<file path="config.mk">
export PLATFORM = sky130hd
export DESIGN_NAME = mem_access
export DESIGN_NICKNAME = d
export VERILOG_FILES = /design/src/rtl/mem_access.sv
export SDC_FILE = /design/constraint.sdc
export NUM_CORES = 1
export LEC_CHECK = 0
export CORE_MARGIN = 2
export CORE_UTILIZATION = 42
export CTS_CLUSTER_SIZE = 16
export DETAILED_ROUTE_END_ITERATION = 8
export PLACE_DENSITY = 0.87
export SLEW_MARGIN = 20
export SYNTH_ARGS = -nofsm -noshare
export SYNTH_HDL_FRONTEND = slang
export SYNTH_SLANG_ARGS = --single-unit
</file>
<file path="constraint.sdc">
create_clock -name clk -period 1.9 [get_ports clk]
set_input_delay 0.19 -clock clk [delete_from_list [all_inputs] [get_ports clk]]
set_output_delay 0.19 -clock clk [all_outputs]
set_load 0.1 [all_outputs]
</file>
<file path="src/rtl/mem_access.sv">
// Memory-access pipeline stage: issues loads/stores on a valid/ready data port,
// aligns and extends load data, and produces a one-cycle write-back pulse.
module mem_access #(
  parameter int TIMEOUT = 255
) (
  input  logic        clk,
  input  logic        rst_n,
  input  logic        in_valid,
  input  logic        mem_en,
  input  logic [3:0]  mem_op,
  input  logic [31:0] rz,
  input  logic [31:0] rm,
  output logic        stall,
  output logic        dm_req,
  output logic        dm_we,
  output logic [31:0] dm_addr,
  output logic [31:0] dm_wdata,
  output logic [3:0]  dm_wstrb,
  input  logic        dm_ready,
  input  logic [31:0] dm_rdata,
  input  logic        dm_rvalid,
  output logic [31:0] ry,
  output logic        ry_valid,
  output logic        misalign,
  output logic        bus_err
);

  localparam int CW = $clog2(TIMEOUT + 1);

  typedef enum logic [1:0] {IDLE, REQ, RDATA} state_t;

  state_t      state_reg, state_next;
  logic        dm_req_reg, dm_req_next;
  logic        dm_we_reg, dm_we_next;
  logic [31:0] dm_addr_reg, dm_addr_next;
  logic [31:0] dm_wdata_reg, dm_wdata_next;
  logic [3:0]  dm_wstrb_reg, dm_wstrb_next;
  logic [31:0] ry_reg, ry_next;
  logic        ry_valid_reg, ry_valid_next;
  logic        misalign_reg, misalign_next;
  logic        bus_err_reg, bus_err_next;
  logic [CW-1:0] cnt_reg, cnt_next;
  logic [3:0]  op_reg, op_next;
  logic [1:0]  lane_reg, lane_next;

  logic        is_misaligned;
  logic        timeout_hit;
  logic [31:0] rdata_shifted;
  logic [31:0] load_result;

  always_ff @(posedge clk) begin
    if (!rst_n) begin
      state_reg    <= IDLE;
      dm_req_reg   <= 1'b0;
      dm_we_reg    <= 1'b0;
      dm_addr_reg  <= '0;
      dm_wdata_reg <= '0;
      dm_wstrb_reg <= '0;
      ry_reg       <= '0;
      ry_valid_reg <= 1'b0;
      misalign_reg <= 1'b0;
      bus_err_reg  <= 1'b0;
      cnt_reg      <= '0;
      op_reg       <= '0;
      lane_reg     <= '0;
    end else begin
      state_reg    <= state_next;
      dm_req_reg   <= dm_req_next;
      dm_we_reg    <= dm_we_next;
      dm_addr_reg  <= dm_addr_next;
      dm_wdata_reg <= dm_wdata_next;
      dm_wstrb_reg <= dm_wstrb_next;
      ry_reg       <= ry_next;
      ry_valid_reg <= ry_valid_next;
      misalign_reg <= misalign_next;
      bus_err_reg  <= bus_err_next;
      cnt_reg      <= cnt_next;
      op_reg       <= op_next;
      lane_reg     <= lane_next;
    end
  end

  always_comb begin
    is_misaligned = (mem_op[1:0] == 2'b11) ||
                    (mem_op[1:0] == 2'b01 && rz[0]) ||
                    (mem_op[1:0] == 2'b10 && rz[1:0] != 2'b00);
    timeout_hit   = (cnt_reg == CW'(TIMEOUT - 1));

    // Lane select uses the offset captured at issue; half lanes are always even.
    rdata_shifted = dm_rdata >> {lane_reg, 3'b000};
    case (op_reg[1:0])
      2'b00:   load_result = op_reg[2] ? {24'b0, rdata_shifted[7:0]}
                                       : {{24{rdata_shifted[7]}}, rdata_shifted[7:0]};
      2'b01:   load_result = op_reg[2] ? {16'b0, rdata_shifted[15:0]}
                                       : {{16{rdata_shifted[15]}}, rdata_shifted[15:0]};
      default: load_result = dm_rdata;
    endcase

    state_next    = state_reg;
    dm_req_next   = dm_req_reg;
    dm_we_next    = dm_we_reg;
    dm_addr_next  = dm_addr_reg;
    dm_wdata_next = dm_wdata_reg;
    dm_wstrb_next = dm_wstrb_reg;
    ry_next       = ry_reg;
    ry_valid_next = 1'b0;
    misalign_next = 1'b0;
    bus_err_next  = 1'b0;
    cnt_next      = cnt_reg;
    op_next       = op_reg;
    lane_next     = lane_reg;

    case (state_reg)
      IDLE: begin
        if (in_valid) begin
          if (!mem_en) begin
            ry_next       = rz;
            ry_valid_next = 1'b1;
          end else if (is_misaligned) begin
            ry_next       = '0;
            misalign_next = 1'b1;
            ry_valid_next = 1'b1;
          end else begin
            dm_req_next  = 1'b1;
            dm_we_next   = mem_op[3];
            dm_addr_next = {rz[31:2], 2'b00};
            op_next      = mem_op;
            lane_next    = rz[1:0];
            cnt_next     = '0;
            state_next   = REQ;
            case (mem_op[1:0])
              2'b00: begin
                dm_wdata_next = {4{rm[7:0]}};
                dm_wstrb_next = 4'b0001 << rz[1:0];
              end
              2'b01: begin
                dm_wdata_next = {2{rm[15:0]}};
                dm_wstrb_next = rz[1] ? 4'b1100 : 4'b0011;
              end
              default: begin
                dm_wdata_next = rm;
                dm_wstrb_next = 4'b1111;
              end
            endcase
            if (!mem_op[3]) dm_wstrb_next = 4'b0000;
          end
        end
      end
      REQ: begin
        cnt_next = cnt_reg + CW'(1);
        if (dm_req_reg && dm_ready) begin
          dm_req_next = 1'b0;
          if (op_reg[3]) begin
            ry_next       = {dm_addr_reg[31:2], lane_reg};
            ry_valid_next = 1'b1;
            state_next    = IDLE;
          end else begin
            state_next = RDATA;
          end
        end else if (timeout_hit) begin
          dm_req_next   = 1'b0;
          ry_next       = '0;
          bus_err_next  = 1'b1;
          ry_valid_next = 1'b1;
          state_next    = IDLE;
        end
      end
      RDATA: begin
        cnt_next = cnt_reg + CW'(1);
        if (dm_rvalid) begin
          ry_next       = load_result;
          ry_valid_next = 1'b1;
          state_next    = IDLE;
        end else if (timeout_hit) begin
          ry_next       = '0;
          bus_err_next  = 1'b1;
          ry_valid_next = 1'b1;
          state_next    = IDLE;
        end
      end
      default: state_next = IDLE;
    endcase
  end

  assign stall    = (state_reg != IDLE);
  assign dm_req   = dm_req_reg;
  assign dm_we    = dm_we_reg;
  assign dm_addr  = dm_addr_reg;
  assign dm_wdata = dm_wdata_reg;
  assign dm_wstrb = dm_wstrb_reg;
  assign ry       = ry_reg;
  assign ry_valid = ry_valid_reg;
  assign misalign = misalign_reg;
  assign bus_err  = bus_err_reg;

endmodule

</file>
==> results.sh, run 1 <==
export IMPL_cts_root_buf="clkbuf_16"
export IMPL_timing_hold_ws_ps=362.8
export IMPL_yosysWarnings=0
export IMPL_violations="design-rule violations, negative setup slack"
export IMPL_grt_ovfl_total=0
export IMPL_final_common_cell="nand2_1"
export IMPL_setup_viol_count_final=21
export IMPL_cp_arrival_ps=2270
export IMPL_cp_max_fo=8
export IMPL_rsz0062_at_grt="yes"
export IMPL_grtUsageTotal_pct=29.23
export IMPL_ys_seq_elements=118
export IMPL_p_int_mw=5.947
export IMPL_grtUsageMet1_pct=37.67
export IMPL_synth_xor_area_share_pct=0.6909
export IMPL_yosys_area_share_simple_pct=18.95
export IMPL_ctsHoldBuffers=0
export IMPL_finalNonFillerCells=1214
export IMPL_cp_slowest_cell="dfxtp_2"
export IMPL_synth_area_mux_share_pct=5.231
export IMPL_cts_tree="built"
export IMPL_synth_top_area_share_pct=37.27
export IMPL_area_growth_pct=54.18
export IMPL_netlist_area_mm2=0.006339
export IMPL_clock_latency_ps=430
export IMPL_fp_coreArea_mm2=0.01464
export IMPL_p_clk_share_pct=30.9
export IMPL_die_area_mm2=0.01609
export IMPL_cts_buffers=17
export IMPL_grt_max_degree=85
export IMPL_clkTransAtPathRegs_ps=60
export IMPL_gp_congestion=0.9585
export IMPL_layout_drive_gt1_share_pct=28.74
export IMPL_portBuffers=209
export IMPL_p_comb_share_pct=41.1
export IMPL_synth_edf_count=0
export IMPL_num_fill_cells=1109
export IMPL_total_power_mw=10.15
export IMPL_yosysTopAreaCell="dfxtp_1"
export IMPL_synth_cell_types=68
export IMPL_grt_met3_usage_pct=8.098
export IMPL_r2r_cells=5
export IMPL_relSlewSlack_pct=58.66
export IMPL_cp_required_ps=2180
export IMPL_synthAdderAreaFrac_pct=1.184
export IMPL_h_tree_depth=4
export IMPL_synth_compound_area_share_pct=30.42
export IMPL_synth_area_leaders="dfxtp_1 (37%), nand2_1 (11%), a21oi_1 (6.2%)"
export IMPL_rows=44
export IMPL_drt_iter0_markers=1027
export IMPL_cp_end_kind="flip-flop"
export IMPL_hold_depth=3
export IMPL_criticalPathCategory="flip-flop to flip-flop"
export IMPL_hold_violations=0
export IMPL_ant_nets=0
export IMPL_total_leakage_power_nw=3.824
export IMPL_grt_pass1_wl_um=37360
export IMPL_power_density_mw_per_mm2=1039
export IMPL_syn_avg_cell_area_um2=8.168
export IMPL_r2r_end="ry[18]"
export IMPL_synth_top_family_by_area="compound AO/OA/AOI/OAI gates"
export IMPL_hp_start="rz[18]"
export IMPL_ys_flop_type="dfxtp_1"
export IMPL_cts_sinks=118
export IMPL_setup_ws_ps=-85.62
export IMPL_r2r_start="lane_reg[0]"
export IMPL_fin_nets=1129
export IMPL_async_flop_share_pct=0
export IMPL_fin_tns_setup_ps=-771.6
export IMPL_grt_busiest_layer="met2"
export IMPL_num_antenna_cells=0
export IMPL_firstDrtPassIters=9
export IMPL_start_kind="flip-flop"
export IMPL_ys_seq_area_share_pct=37.27
export IMPL_syn_inst=776
export IMPL_hold_path_end="dm_addr[18]"
export IMPL_p_sw_mw=4.207
export IMPL_finalClockSkew_ps=12.19
export IMPL_die_h_um=126.9
export IMPL_finalWirelength_um=24890
export IMPL_die_w_um=126.9
export IMPL_initial_utilization_pct=43.28
export IMPL_wire_per_inst_um=20.51
export IMPL_worst_pin_slew_ps=618.2
export IMPL_grt_antenna_before_repair=1
export IMPL_slowest_delay_ps=420
export IMPL_vias_per_cell=6.082
export IMPL_maxCapViolations=0
export IMPL_dr_total_vias=7384
export IMPL_path_cells="mux2_4 -> and3_1 -> a211oi_2 -> o311a_4 -> a221oi_1"
export IMPL_switching_share_pct=41.43
export IMPL_dp_cells=1170
export IMPL_vdd_drop_max_mv=0.7051
export IMPL_route_detailed_drc=1
export IMPL_first_global_vias=6959
export IMPL_final_cell_mix="nand2_1 (188), buf_4 (159), dfxtp_1 (113), clkdlybuf4s50_1 (105), a21oi_1 (77)"
export IMPL_clockBufferDepth=2
export IMPL_rrSetupSlack_ps=-90
export IMPL_slew_violations=0
export IMPL_status="complete, but fails checks"
export IMPL_max_freq_mhz=503.6
export IMPL_final_period_utilization_pct=104.5
export IMPL_use_met2_pct=45.32
export IMPL_hp_class="primary input to flip-flop"
export IMPL_period_needed_ps=1986
export IMPL_seqPwrFrac_pct=28.1
export IMPL_ios=212
export IMPL_place_hpwl_um=16420
-- repair_timing --
item                       CTS  global route
gates resized for setup     30            23
pin swaps                   14            16
setup buffers                7             3
cloned                       4             0
hold endpoints to repair     0             0
setup endpoints to repair   30            35
-- power groups by stage --
| stage | Combinational, mW | Sequential [mW] | Clock (mW) |
|---|---|---|---|
| after floorplan | 1.32 | 4.17 | 0 |
| after global routing | 4.31 | 2.87 | 3.31 |
| after detailed placement | 3.75 | 2.88 | 0 |
| after global placement | 3.70 | 2.87 | 0 |
| after CTS | 4.05 | 2.83 | 3.16 |
| final | 4.17 | 2.85 | 3.14 |
-- worst max-delay path: cells and delay by family (launching register included) --
family	cells	cell delay [ps]
AOI/OAI and AO/OA	3	840
muxes	1	350
and+or+nand+nor	1	220
DFF	1	420
-- kinds of logic after synthesis --
family | after synthesis
and+or+nand+nor | 279
AOI/OAI and AO/OA | 253
DFF | 118
buffers and inverters | 82
muxes | 32
adders and majority gates | 6
xor gates and xnor gates | 5
other | 1
-- metrics by stage --
step / instance area (µm²) / utilization (%) / worst slack (ps)
global route: 9773 / 66.74 / -110.5
detailed placement: 8826 / 60.27 / -394.0
global placement: 8826 / 60.27 / -178.4
CTS: 9692 / 66.18 / -83.59
finish: 9773 / 66.74 / -85.62
floorplan: 6424 / - / -202.1
-- per-layer routing --
layer	share of wire (%)	vias to the layer above	routed length [µm]
li1	-	3327	-
met1	39	3430	9672
met2	45	527	11320
met3	11	98	2641
met4	5.0	2	1247
met5	0.052	-	13
-- worst max-delay path by stage --
stage | endpoint | start | slack [ps] | cells after the start
CTS | ry[14] | state_reg[1] | -80 | 9
global route | ry[18] | state_reg[1] | -110 | 8
detailed placement | ry[9] | rz[1] | -390 | 6
finish | ry[18] | lane_reg[0] | -90 | 5
floorplan | ry[31] | state_reg[1] | -200 | 8
global placement | ry[13] | rz[1] | -180 | 6
-- area by class of cell --
type                    count  area [µm²]  area share [%]
repair buffers            289        2691           27.54
inverters                  12       55.05          0.5633
well taps                 184       230.2           2.356
clock inverters            14       123.9           1.267
multi-input cells         579        3849           39.38
flip-flops and latches    118        2374           24.29
clock buffers              18       450.4           4.609
-- cells in the mapped netlist (7+ instances only) --
library cell / number
a211oi_1: 17
a21o_1: 19
a21oi_1: 79
a221oi_1: 12
a221oi_2: 11
a222oi_1: 16
a22oi_1: 14
a311oi_1: 9
buf_2: 23
buf_4: 7
clkbuf_1: 34
dfxtp_1: 118
inv_1: 11
mux2i_1: 26
nand2_1: 192
nand3_1: 8
nor2_1: 41
o211ai_1: 13
o21ai_0: 21
o311ai_0: 7
o32ai_1: 7
Note: power is estimated with default switching activity, not from simulation.
==> inputs of run 2 (changes only) <==
- CTS_CLUSTER_SIZE: 16 -> not set
- REMOVE_ABC_BUFFERS: not set -> 1
==> results.sh, run 2 (synthesized netlist as in run 1, its figures left out) <==
export IMPL_layout_drive_gt1_share_pct=30.25
export IMPL_num_antenna_cells=0
export IMPL_setup_ws_ps=-70.39
export IMPL_die_w_um=126.9
export IMPL_violations="negative setup slack"
export IMPL_setup_viol_count_final=21
export IMPL_cts_root_buf="clkbuf_16"
export IMPL_cp_arrival_ps=2300
export IMPL_start_kind="flip-flop"
export IMPL_grt_pass1_wl_um=37420
export IMPL_route_detailed_drc=0
export IMPL_area_growth_pct=57.40
export IMPL_timing_hold_ws_ps=315.3
export IMPL_cp_end_kind="flip-flop"
export IMPL_vias_per_cell=6.014
export IMPL_grt_max_degree=48
export IMPL_portBuffers=209
export IMPL_grtUsageTotal_pct=29.41
export IMPL_h_tree_depth=4
export IMPL_gp_congestion=0.9454
export IMPL_criticalPathCategory="flip-flop to flip-flop"
export IMPL_use_met2_pct=46.65
export IMPL_ios=212
export IMPL_relSlewSlack_pct=58.28
export IMPL_status="complete, but fails checks"
export IMPL_p_int_mw=6.415
export IMPL_slew_violations=0
export IMPL_cts_tree="built"
export IMPL_die_h_um=126.9
export IMPL_maxCapViolations=0
export IMPL_clockBufferDepth=2
export IMPL_finalWirelength_um=24650
export IMPL_final_period_utilization_pct=103.7
export IMPL_clock_latency_ps=420
export IMPL_initial_utilization_pct=43.28
export IMPL_power_density_mw_per_mm2=1059
export IMPL_p_clk_share_pct=33.0
export IMPL_r2r_end="ry[1]"
export IMPL_cts_sinks=118
export IMPL_rrSetupSlack_ps=-70
export IMPL_hp_class="primary input to flip-flop"
export IMPL_finalClockSkew_ps=5.564
export IMPL_switching_share_pct=39.28
export IMPL_total_leakage_power_nw=3.975
export IMPL_place_hpwl_um=16430
export IMPL_die_area_mm2=0.01609
export IMPL_max_freq_mhz=507.5
export IMPL_hold_violations=0
export IMPL_grt_antenna_before_repair=0
export IMPL_worst_pin_slew_ps=623.5
export IMPL_p_sw_mw=4.149
export IMPL_fin_tns_setup_ps=-642.1
export IMPL_period_needed_ps=1970
export IMPL_vdd_drop_max_mv=0.6970
export IMPL_startpoint="state_reg[1]"
export IMPL_cts_buffers=17
export IMPL_clkTransAtPathRegs_ps=60
export IMPL_r2r_cells=11
export IMPL_grt_ovfl_total=0
export IMPL_cp_required_ps=2230
export IMPL_seqPwrFrac_pct=27.0
export IMPL_wire_per_inst_um=20.01
export IMPL_first_global_vias=6949
export IMPL_fin_nets=1147
export IMPL_grt_met3_usage_pct=10.33
export IMPL_rsz0062_at_grt="yes"
export IMPL_dr_total_vias=7409
export IMPL_grtUsageMet1_pct=35.42
export IMPL_p_comb_share_pct=39.9
export IMPL_ant_nets=0
export IMPL_drt_iter0_markers=788
export IMPL_r2r_start="state_reg[1]"
export IMPL_rows=44
export IMPL_num_fill_cells=1141
export IMPL_cp_max_fo=8
export IMPL_firstDrtPassIters=7
export IMPL_final_common_cell="nand2_1"
export IMPL_fp_coreArea_mm2=0.01464
export IMPL_grt_busiest_layer="met2"
export IMPL_fin_util_pct=68.13
export IMPL_crit_path_end="ry[1]"
export IMPL_final_cell_mix="nand2_1 (190), buf_4 (180), dfxtp_1 (112), clkdlybuf4s50_1 (104), a21oi_1 (77)"
-- run 2: changes by cell type in the layout (fill, tap and decap cells not counted), moves of 3 or more --
| cell | before | now |
|---|---|---|
| bufinv_16 | 1 | 4 |
| dfxtp_2 | 3 | 6 |
| clkbuf_8 | 0 | 3 |
| buf_12 | 18 | 14 |
| buf_4 | 159 | 180 |
| a221oi_4 | 1 | 4 |
-- run 2: area by class of cell --
class	count	area [µm²]	share of cell area [%]
timing repair buffer	308	2819	28.25
tap	184	230.2	2.308
clock buffer	21	470.5	4.715
clock inverter	11	170.2	1.706
inverter	12	48.80	0.4891
multi-input combinational	578	3869	38.78
sequential	118	2370	23.75
-- run 2: metrics by stage --
stage / total power [mW] / setup WS (ps) / cells / cell area (µm²)
2_1_floorplan: 5.296 / -1178 / 707 / 5995
3_3_place_gp: 6.556 / -292.3 / 1184 / 8852
3_5_place_dp: 6.601 / -289.0 / 1184 / 8852
4_1_cts: 10.42 / -35.60 / 1227 / 9836
5_1_grt: 10.91 / -188.4 / 1232 / 9977
6_report: 10.56 / -70.39 / 1232 / 9977
-- run 2: worst max-delay path: stages (launching register included) --
cell	delay, ps
dfxtp_2	330
inv_2	50
buf_6	110
ha_4	150
nor2b_4	120
nor3_4	190
a21boi_4	220
buf_12	150
buf_12	130
buf_6	110
a22oi_2	70
a211oi_2	240
-- run 2: worst min path at each step --
stage | start | end | slack (ps) | depth (start not counted)
2_1_floorplan | mem_en | misalign | 310 | 2
3_3_place_gp | dm_wstrb[0] | dm_wstrb[0] | 440 | 2
3_5_place_dp | dm_wstrb[1] | dm_wstrb[1] | 450 | 2
4_1_cts | rz[20] | dm_addr[20] | 340 | 3
5_1_grt | mem_op[0] | op_reg[0] | 330 | 4
6_report | mem_op[0] | op_reg[0] | 320 | 4
-- run 2: layer usage --
metal	vias to the layer above	share of wire [%]
li1	3364	-
met3	106	12
met1	3412	38
met2	527	46
met5	-	0
met4	0	4.3
-- run 2: power groups by stage --
stage                     Clock, mW  Combinational, mW  Sequential [mW]
after floorplan                   0               1.12             4.18
after global placement            0               3.68             2.88
after detailed placement          0               3.72             2.88
after CTS                      3.52               4.06             2.84
after global routing           3.64               4.39             2.88
final                          3.49               4.22             2.86
-- run 2: timing repair --
action | in CTS | in global routing
hold buffers | 0 | 0
resized for setup | 44 | 25
cloned | 4 | 0
buffers inserted | 7 | 6
setup endpoints to repair | 36 | 42
pin swaps | 24 | 12
